==> config.mk <==
export PLATFORM = sky130hd
export DESIGN_NAME = uart_echo_buffer
export DESIGN_NICKNAME = d
export VERILOG_FILES = /design/src/rtl/uart_echo_buffer.sv
export SDC_FILE = /design/constraint.sdc
export NUM_CORES = 1
export LEC_CHECK = 0
export CAP_MARGIN = 20
export CORE_MARGIN = 10
export CORE_UTILIZATION = 45
export DETAILED_ROUTE_END_ITERATION = 6
export HOLD_SLACK_MARGIN = 0.15
export PLACE_DENSITY_LB_ADDON = 0.3
export SLEW_MARGIN = 20
export SYNTH_ARGS = -nofsm -noshare
export SYNTH_HDL_FRONTEND = slang
export SYNTH_SLANG_ARGS = --single-unit
==> constraint.sdc <==
create_clock -name clk -period 3.7 [get_ports clk]
set_clock_uncertainty 0.1 [all_clocks]
set_input_delay 1.11 -clock clk [delete_from_list [all_inputs] [get_ports clk]]
set_output_delay 1.11 -clock clk [all_outputs]
set_load 0.01 [all_outputs]
==> src/rtl/uart_echo_buffer.sv <==
`default_nettype none
// ============================================================================
// Module      : uart_echo_buffer
// Description : Byte FIFO between uart_rx and uart_tx with a drain FSM that
//               retransmits buffered bytes in order, a sticky overflow flag
//               and a retriggerable activity strobe for an LED.
// Revision    : 1.0 - initial release
// ============================================================================
module uart_echo_buffer #(
  parameter int DEPTH        = 16,
  parameter int ADDR_W       = 4,
  parameter int BLINK_CYCLES = 1_000_000
) (
  input  logic              clk,
  input  logic              rst,
  input  logic [7:0]        rx_data,
  input  logic              rx_ready,
  output logic [7:0]        tx_data,
  output logic              tx_start,
  input  logic              tx_busy,
  output logic [ADDR_W:0]   level,
  output logic              overflow,
  input  logic              overflow_clr,
  output logic              activity
);

  localparam int CNT_W = $clog2(BLINK_CYCLES + 1);

  localparam logic [1:0] ST_IDLE      = 2'd0;
  localparam logic [1:0] ST_WAIT_ACK  = 2'd1;
  localparam logic [1:0] ST_WAIT_DONE = 2'd2;

  logic [7:0]       mem [DEPTH];
  logic [ADDR_W:0]  wr_ptr;
  logic [ADDR_W:0]  rd_ptr;
  logic [ADDR_W:0]  wr_ptr_nxt;
  logic [ADDR_W:0]  rd_ptr_nxt;
  logic [1:0]       state;
  logic [CNT_W-1:0] blink_cnt;

  logic empty;
  logic full;
  logic pop;
  logic push;
  logic drop;

  // Pointers carry one extra wrap bit so full and empty are distinguishable.
  assign empty = (wr_ptr == rd_ptr);
  assign full  = (wr_ptr[ADDR_W] != rd_ptr[ADDR_W]) &&
                 (wr_ptr[ADDR_W-1:0] == rd_ptr[ADDR_W-1:0]);

  // A pop frees a slot in the same cycle, so a push while full is still
  // accepted when the drain FSM is taking a byte out at that moment.
  assign pop  = (state == ST_IDLE) && !empty && !tx_busy;
  assign push = rx_ready && (!full || pop);
  assign drop = rx_ready && full && !pop;

  assign wr_ptr_nxt = push ? wr_ptr + {{ADDR_W{1'b0}}, 1'b1} : wr_ptr;
  assign rd_ptr_nxt = pop  ? rd_ptr + {{ADDR_W{1'b0}}, 1'b1} : rd_ptr;

  // Storage array; no reset needed since only written slots are ever read.
  always_ff @(posedge clk) begin
    if (push) begin
      mem[wr_ptr[ADDR_W-1:0]] <= rx_data;
    end
  end

  // FIFO pointers and registered occupancy.
  always_ff @(posedge clk or posedge rst) begin
    if (rst) begin
      wr_ptr <= '0;
      rd_ptr <= '0;
      level  <= '0;
    end else begin
      wr_ptr <= wr_ptr_nxt;
      rd_ptr <= rd_ptr_nxt;
      level  <= wr_ptr_nxt - rd_ptr_nxt;
    end
  end

  // Sticky overflow: a new drop outranks a clear in the same cycle.
  always_ff @(posedge clk or posedge rst) begin
    if (rst) begin
      overflow <= 1'b0;
    end else if (drop) begin
      overflow <= 1'b1;
    end else if (overflow_clr) begin
      overflow <= 1'b0;
    end
  end

  // Drain FSM: launch one byte, wait for the transmitter to accept and finish.
  always_ff @(posedge clk or posedge rst) begin
    if (rst) begin
      state    <= ST_IDLE;
      tx_start <= 1'b0;
      tx_data  <= 8'h00;
    end else begin
      tx_start <= 1'b0;
      case (state)
        ST_IDLE: begin
          if (pop) begin
            tx_data  <= mem[rd_ptr[ADDR_W-1:0]];
            tx_start <= 1'b1;
            state    <= ST_WAIT_ACK;
          end
        end
        ST_WAIT_ACK: begin
          if (tx_busy) begin
            state <= ST_WAIT_DONE;
          end
        end
        ST_WAIT_DONE: begin
          if (!tx_busy) begin
            state <= ST_IDLE;
          end
        end
        default: begin
          state <= ST_IDLE;
        end
      endcase
    end
  end

  // Activity strobe: reloaded by every accepted byte, drops one cycle after
  // the hold counter has run down to zero.
  always_ff @(posedge clk or posedge rst) begin
    if (rst) begin
      blink_cnt <= '0;
      activity  <= 1'b0;
    end else if (push) begin
      blink_cnt <= CNT_W'(BLINK_CYCLES);
      activity  <= 1'b1;
    end else begin
      if (blink_cnt != '0) begin
        blink_cnt <= blink_cnt - CNT_W'(1);
      end
      activity <= (blink_cnt != '0);
    end
  end

endmodule
`default_nettype wire

==> metrics.csv, run 1 <==
stage,metric,value,unit
outcome,status,completed,
worst_setup_path,Crit path max-delay family,XOR/XNOR gates,
place,PortBufs,28,
cts,# clock sinks,176,
floorplanning,row cnt,47,
sta,final setup fails,0,
cts,CTS tree,done,
yosys,top cell type's share of synthesized area,51.54,%
finish,Layout Nets,575,
sta,max frequency,280.8,MHz
yosys,sequential-to-total area share from yosys stat,67.65,%
cts,clk buf depth,2,
routing,drt drc,0,
floorplanning,starting density of the core,45.45,%
sta,Final Cycle Share,96.26,%
yosys,Syn Inst Count,491,
cts,worst skew pair latency,0.43,ns
cts,clock root buffer,clkbuf_16,
yosys,Ys Warns,0,
global_routing,vias in the first global route,4323,
finish,n_diodes,0,
floorplanning,die area,22120,um^2
cts,total CTS buffers,17,
yosys,synth top area cells,"edfxtp_1 (52%), dfrtp_1 (16%), mux4_2 (7.2%), mux2i_1 (2.3%), nor2_1 (1.8%)",
worst_setup_path,crit-path max cell delay,0.42,ns
flow_run,maxcap violations,0,
floorplanning,core area,16410,um^2
yosys,most numerous cell in the Yosys netlist,edfxtp_1,
global_routing,grt ovf,0,
worst_setup_path,CP Launch Type,input pin,
routing,remaining antenna violation count,0,
routing,vias per cell,5.321,
yosys,"FF+latch count, synth",176,
global_routing,gr usage total,13.84,%
routing,Post-Route WL,14.68,mm
sta,setup tns final,0,ns
sta,final hold vios,0,
worst_setup_path,CP startpoint,tx_busy,
cts,"Reg clk slew, reported paths",0.07,ns
worst_setup_path,R2R depth,11,
power,power per cell area,797.3,nW/um^2
place,HPWL Detailed,9.604,mm
floorplanning,DIE HEIGHT,148.7,um
cts,hold_buf cts,0,
global_routing,initial antenna violation count,0,
power,VDD IR max,0.5385,mV
finish,Layout fillers,1318,
worst_setup_path,CP endpoint kind,register,
power,total power,0.007000,W
floorplanning,Die Width,148.7,um
yosys,Syn Nets,515,
yosys,"top cells by count, synth","edfxtp_1 (128), dfrtp_1 (48), nor2_1 (35), a21oi_1 (24), mux4_2 (24)",
finish,share of layout cells above drive strength 1,18.26,%
worst_setup_path,Crit path top cell by count,xnor2_1,
worst_setup_path,critical path cell sequence,"clkdlybuf4s50_1, or3_1, a31oi_4, xnor2_1, ha_1, fa_1, inv_1, a21o_1, a21oi_1, xnor2_1, xnor3_1",
power,leakage,3.258,nW
routing,via count,4172,
yosys,Post-Syn Area,7457,um^2
worst_setup_path,critical path class,input pin to register,
yosys,distinct cell type count after synthesis,53,
worst_setup_path,Critical-path top delay cell,clkdlybuf4s50_1,
routing,average wire per standard cell,18.72,um
yosys,Main synth FF type,edfxtp_1,
worst_setup_path,RR Startpoint,wr_ptr[2],
worst_setup_path,worst path required time,3.92,ns
routing,DR iter-0 viols,279,
worst_hold_path,min-delay src,tx_data[6],
yosys,post-synthesis async set-or-reset flop share,27.27,%
yosys,number of synthesized flops with an enable pin,128,
global_routing,first-pass GRT wire length,23.67,mm
worst_hold_path,WHS Path Cells,2,
worst_setup_path,WP buf/inv,2,
worst_setup_path,count of cell instances traversed by the critical path,11,
sta,RSZ-0062 raised after global routing,no,
worst_setup_path,crit-path max FO,6,
place,routability cong.,0.7754,
sta,Pins Over Slew Limit,0,
global_routing,largest net degree at the start of global routing,33,
yosys,synthesized area per cell,15.19,um^2
yosys,dominant cell type by area after synthesis,edfxtp_1,
sta,Tmin final,3.562,ns
worst_hold_path,HP Class,register to register,
sta,Worst slew margin,59.14,%
routing,1st-pass router iterations,5,
finish,area grow syn2layout,17.73,%
worst_setup_path,Worst EP arrival,3.78,ns
floorplanning,io pins,29,
cts,H-Tree Level Count,4,
sta,worst-margin pin slew,0.6110,ns
==> worst reg2reg max path, stage by stage (launching register included) <==
cell,delay (ns)
dfrtp_1,0.49
xor2_1,0.23
nor4_4,0.37
a21o_2,0.26
mux2i_1,0.27
inv_1,0.11
fa_1,0.46
inv_1,0.08
a21o_1,0.10
a21oi_1,0.07
xnor2_1,0.13
xnor3_1,0.39
==> metal layers <==
layer  share of wire [%]  GRT usage (%)  vias to the layer above
met5                   0              0                        -
met4                 1.5          5.790                        0
met3                 5.4          3.550                       16
met2                  48          21.45                       94
met1                  45          18.21                     2095
li1                    -              -                     1967
==> logic make-up after synthesis <==
logic type | count (synthesis) | share of synthesized area (%)
buffers and inverters | 42 | 2.282
AOI/OAI and AO/OA | 64 | 5.503
adders and majority gates | 11 | 1.946
and+or+nand+nor | 128 | 9.497
DFF | 176 | 67.65
muxes | 41 | 9.530
xor gates and xnor gates | 29 | 3.591
==> layout by cell type (no fill, tap or decap), types with 20 or more instances in the layout <==
cell type,synthesis,routed
mux4_2,24,24
a21oi_1,24,24
inv_1,21,20
clkdlybuf4s50_1,0,28
dfrtp_1,48,47
nor2_1,35,35
edfxtp_1,128,128
buf_4,0,33
nand2_1,22,22
==> cell type report <==
cell class | instances | area (um^2) | share of cell area, %
Sequential cell | 176 | 5046 | 57.47
Clock inverter | 15 | 165.2 | 1.881
Tap cell | 220 | 275.3 | 3.135
Timing Repair Buffer | 61 | 528.0 | 6.014
Multi-Input combinational cell | 273 | 2257 | 25.71
Inverter | 22 | 82.58 | 0.9406
Clock buffer | 17 | 425.4 | 4.845
==> worst paths after layout <==
path	endpoint	slack (ns)
worst max-delay path	level[4]	0.14
worst min-delay path	tx_data[6]	0.43
worst max register to register	level[4]	0.51
worst min register to register	tx_data[6]	0.43
max in group asynchronous	tx_data[0]	1.87
min in group asynchronous	level[4]	0.96
==> power by group <==
| group | total (W) | internal (W) | switching, W |
|---|---|---|---|
| combinational | 0.00256 | 0.00119 | 0.00137 |
| sequential | 0.00266 | 0.00246 | 0.000200 |
| clock | 0.00178 | 0.000962 | 0.000816 |
| total | 0.00700 | 0.00462 | 0.00238 |
==> state kept, by name, indices dropped and copies added, names as in the netlist <==
signal	flops
rd_ptr	5
mem	128
tx_start	1
overflow	1
activity	1
state	2
level	5
tx_data	8
blink_cnt	20
wr_ptr	5
==> through the flow <==
| stage | cell area (um^2) | util (%) | worst slack, ns | hold slack, ns | std cells |
|---|---|---|---|---|---|
| 2_1_floorplan | 7457 | - | 0.01518 | 0.3790 | 491 |
| 3_3_place_gp | 8173 | 49.81 | -0.3541 | 0.4145 | 751 |
| 3_5_place_dp | 8173 | 49.81 | -0.4189 | 0.4205 | 751 |
| 4_1_cts | 8763 | 53.41 | 0.03074 | 0.4360 | 783 |
| 5_1_grt | 8780 | 53.51 | 0.02295 | 0.4509 | 784 |
| 6_report | 8780 | 53.51 | 0.1384 | 0.4320 | 784 |
==> timing repair <==
action                     CTS  global route
setup endpoints to repair    0             1
buffers inserted             0             1
gates resized for setup      0             1
No activity file was read; power rests on OpenSTA's default activity.
==> run 2: changes to the inputs <==
Settings changed: GPL_TIMING_DRIVEN set to 0, MAX_ROUTING_LAYER set to met4.
==> run 2 against run 1 <==
  * Setup slack gained 0.048 ns
  * Critical path type unchanged
  * Die area did not move
  * Combinational power about the same
==> metrics.csv, run 2 (synthesized netlist as in run 1, its figures left out) <==
stage,metric,value,unit,change
finish,"Design Area, Final",8733,um^2,-0.53%
worst_setup_path,CP Launch Type,input pin,,
power,leakage,3.186,nW,-2.2%
global_routing,vias in the first global route,4238,,-2.0%
global_routing,gr usage total,15.06,%,+1.2 points
sta,final hold vios,0,,unchanged
cts,# clock sinks,176,,unchanged
cts,CTS tree,done,,
finish,n_diodes,0,,unchanged
worst_setup_path,critical path cell sequence,"clkdlybuf4s50_1, or3_4, a31oi_4, buf_8, nand2_1, xnor2_2, ha_4, a21o_1, a21oi_1, xnor2_1, xnor3_1",,
routing,average wire per standard cell,19.93,um,+6.4%
cts,clock root buffer,clkbuf_16,,
sta,Tmin final,3.514,ns,-0.04771 ns
routing,DR iter-0 viols,315,,+13%
finish,Layout fillers,1308,,-0.76%
worst_setup_path,R2R depth,11,,unchanged
routing,remaining antenna violation count,0,,unchanged
sta,max frequency,284.6,MHz,+1.4%
worst_setup_path,RR Startpoint,rd_ptr[1],,
power,sw frac,34.55,%,+0.52 points
place,Post-Place Cells,740,,-1.5%
worst_setup_path,internal reg-to-reg setup slack,0.41,ns,-0.10 ns
routing,Post-Route WL,15.45,mm,+5.2%
worst_setup_path,worst path required time,3.91,ns,about the same
floorplanning,starting density of the core,45.45,%,unchanged
finish,most frequent cells in the layout,"edfxtp_1 (128), dfrtp_1 (48), nor2_1 (35)",,
floorplanning,io pins,29,,unchanged
global_routing,largest net degree at the start of global routing,26,,-21%
routing,vias per cell,5.430,,+2.0%
routing,via count,4208,,+0.86%
place,routability cong.,0.8254,,+6.4%
cts,worst skew pair latency,0.43,ns,about the same
finish,Layout Nets,566,,-1.6%
power,Sw Pwr,0.002419,W,+1.5%
routing,1st-pass router iterations,4,,-1
worst_setup_path,crit-path max FO,5,,-1
routing,drt drc,0,,unchanged
power,VDD IR max,0.3674,mV,-32%
global_routing,first-pass GRT wire length,24.43,mm,+3.2%
sta,RSZ-0062 raised after global routing,no,,
sta,worst-margin pin slew,0.7670,ns,+0.1561 ns
worst_hold_path,HP Class,register to register,,
place,PortBufs,28,,unchanged
outcome,status,completed,,
worst_setup_path,critical path class,input pin to register,,
place,HPWL Detailed,10.50,mm,+9.3%
flow_run,maxcap violations,0,,unchanged
finish,Layout Cells excl Fill,775,,-1.1%
floorplanning,die area,22120,um^2,unchanged
finish,max reg flops,128,,unchanged
finish,"commonest non-fill, non-tap cell in the layout",edfxtp_1,,
floorplanning,core area,16410,um^2,unchanged
power,Pint,0.004582,W,-0.78%
worst_setup_path,Worst Setup EP,level[4],,
finish,register area,5045,um^2,about the same
cts,H-Tree Level Count,4,,unchanged
global_routing,initial antenna violation count,0,,unchanged
cts,clk buf depth,2,,unchanged
sta,final setup fails,0,,unchanged
worst_setup_path,FF-to-FF End,level[4],,
sta,Worst slew margin,48.59,%,-11 points
finish,share of layout cells above drive strength 1,16.76,%,-1.5 points
worst_setup_path,CP endpoint kind,register,,
place,dpl cell area,8038,um^2,-1.7%
floorplanning,Die Width,148.7,um,unchanged
cts,total CTS buffers,17,,unchanged
floorplanning,row cnt,47,,unchanged
worst_setup_path,Critical-path top delay cell,clkdlybuf4s50_1,,
worst_setup_path,CP startpoint,tx_busy,,
cts,"Reg clk slew, reported paths",0.06,ns,about the same
floorplanning,DIE HEIGHT,148.7,um,unchanged
finish,area of the multi-input gates,2300,um^2,+1.9%
finish,area grow syn2layout,17.11,%,
power,Clk network pwr share,25.8,%,+0.4 points
worst_setup_path,crit-path max cell delay,0.44,ns,+0.02 ns
power,Combinational Power Share,36.4,%,-0.2 points
sta,Pins Over Slew Limit,0,,unchanged
power,Sequential Power Share,37.8,%,-0.3 points
sta,Final Cycle Share,94.97,%,-1.3 points
global_routing,grt ovf,0,,unchanged
worst_setup_path,Worst EP arrival,3.72,ns,-0.06 ns
power,power per cell area,801.6,nW/um^2,+0.54%
## run 2: cell count changes in the layout (fill, tap and decap cells not counted), moves of 2 or more
cell | previous run | this run
clkbuf_1 | 0 | 6
ha_1 | 10 | 8
clkinvlp_4 | 1 | 3
buf_2 | 0 | 9
buf_1 | 0 | 2
buf_4 | 33 | 3
inv_8 | 6 | 3
## run 2: area by class of cell
class                   instances  area share, %
plain buffers                  20          1.175
clock buffers                  17          4.871
clock inverters                15          2.034
inverters                      22         0.9742
multi-input cells             273          26.33
flip-flops and latches        176          57.77
well taps                     220          3.152
repair buffers                 32          3.696
## run 2: power by group through the flow
| stage | clock network (W) | registers, W | logic (W) |
|---|---|---|---|
| 3_3_place_gp | 0 | 0.00267 | 0.00245 |
| 2_1_floorplan | 0 | 0.00268 | 0.00171 |
| 5_1_grt | 0.00191 | 0.00269 | 0.00279 |
| 4_1_cts | 0.00183 | 0.00265 | 0.00255 |
| 6_report | 0.00180 | 0.00265 | 0.00255 |
| 3_5_place_dp | 0 | 0.00269 | 0.00249 |
## run 2: layer usage
layer  global-route usage (%)  up-vias  part of all wire [%]
met2                    23.41       97                    49
met4                    5.103        0                   1.6
met5                        -        -                     0
met1                    19.13     2138                    45
li1                         -     1949                     -
met3                    3.580       24                   4.5
## run 2: worst max-delay path, delay by kind of cell
family          cells  cell delay (ns)
buf+inv             2             0.59
simple gates        2             0.48
fa+ha+maj           1             0.25
xor+xnor            3             0.66
compound gates      3             0.62
## run 2: worst min path at each step
stage                    start    endpoint  slack, ns  cells past startpoint
finish                state[0]    state[0]       0.42                      2
global route        tx_data[5]  tx_data[5]       0.46                      2
floorplan             state[0]    state[0]       0.38                      2
global placement      state[0]    state[0]       0.40                      2
CTS                   state[0]    state[0]       0.42                      2
detailed placement    state[0]    state[0]       0.40                      2
## run 2: repair_timing
item | CTS | global route
setup buffers | 3 | 0
setup endpoints to repair | 1 | 1
resized for setup | 8 | 8
pin swaps | 1 | 3
hold buffers | 0 | 0
## run 2: metrics by stage
step | total power [W] | utilization (%) | TNS, ns | worst slack, ns | hold slack (ns)
floorplan | 0.004389 | - | 0 | 0.01518 | 0.3790
global placement | 0.005119 | 48.84 | -13.38 | -1.022 | 0.3968
detailed placement | 0.005183 | 48.99 | -12.50 | -1.032 | 0.4006
CTS | 0.007035 | 53.04 | 0 | 0.0002101 | 0.4225
global route | 0.007394 | 53.23 | 0 | 0.06580 | 0.4595
finish | 0.007001 | 53.23 | 0 | 0.1861 | 0.4211
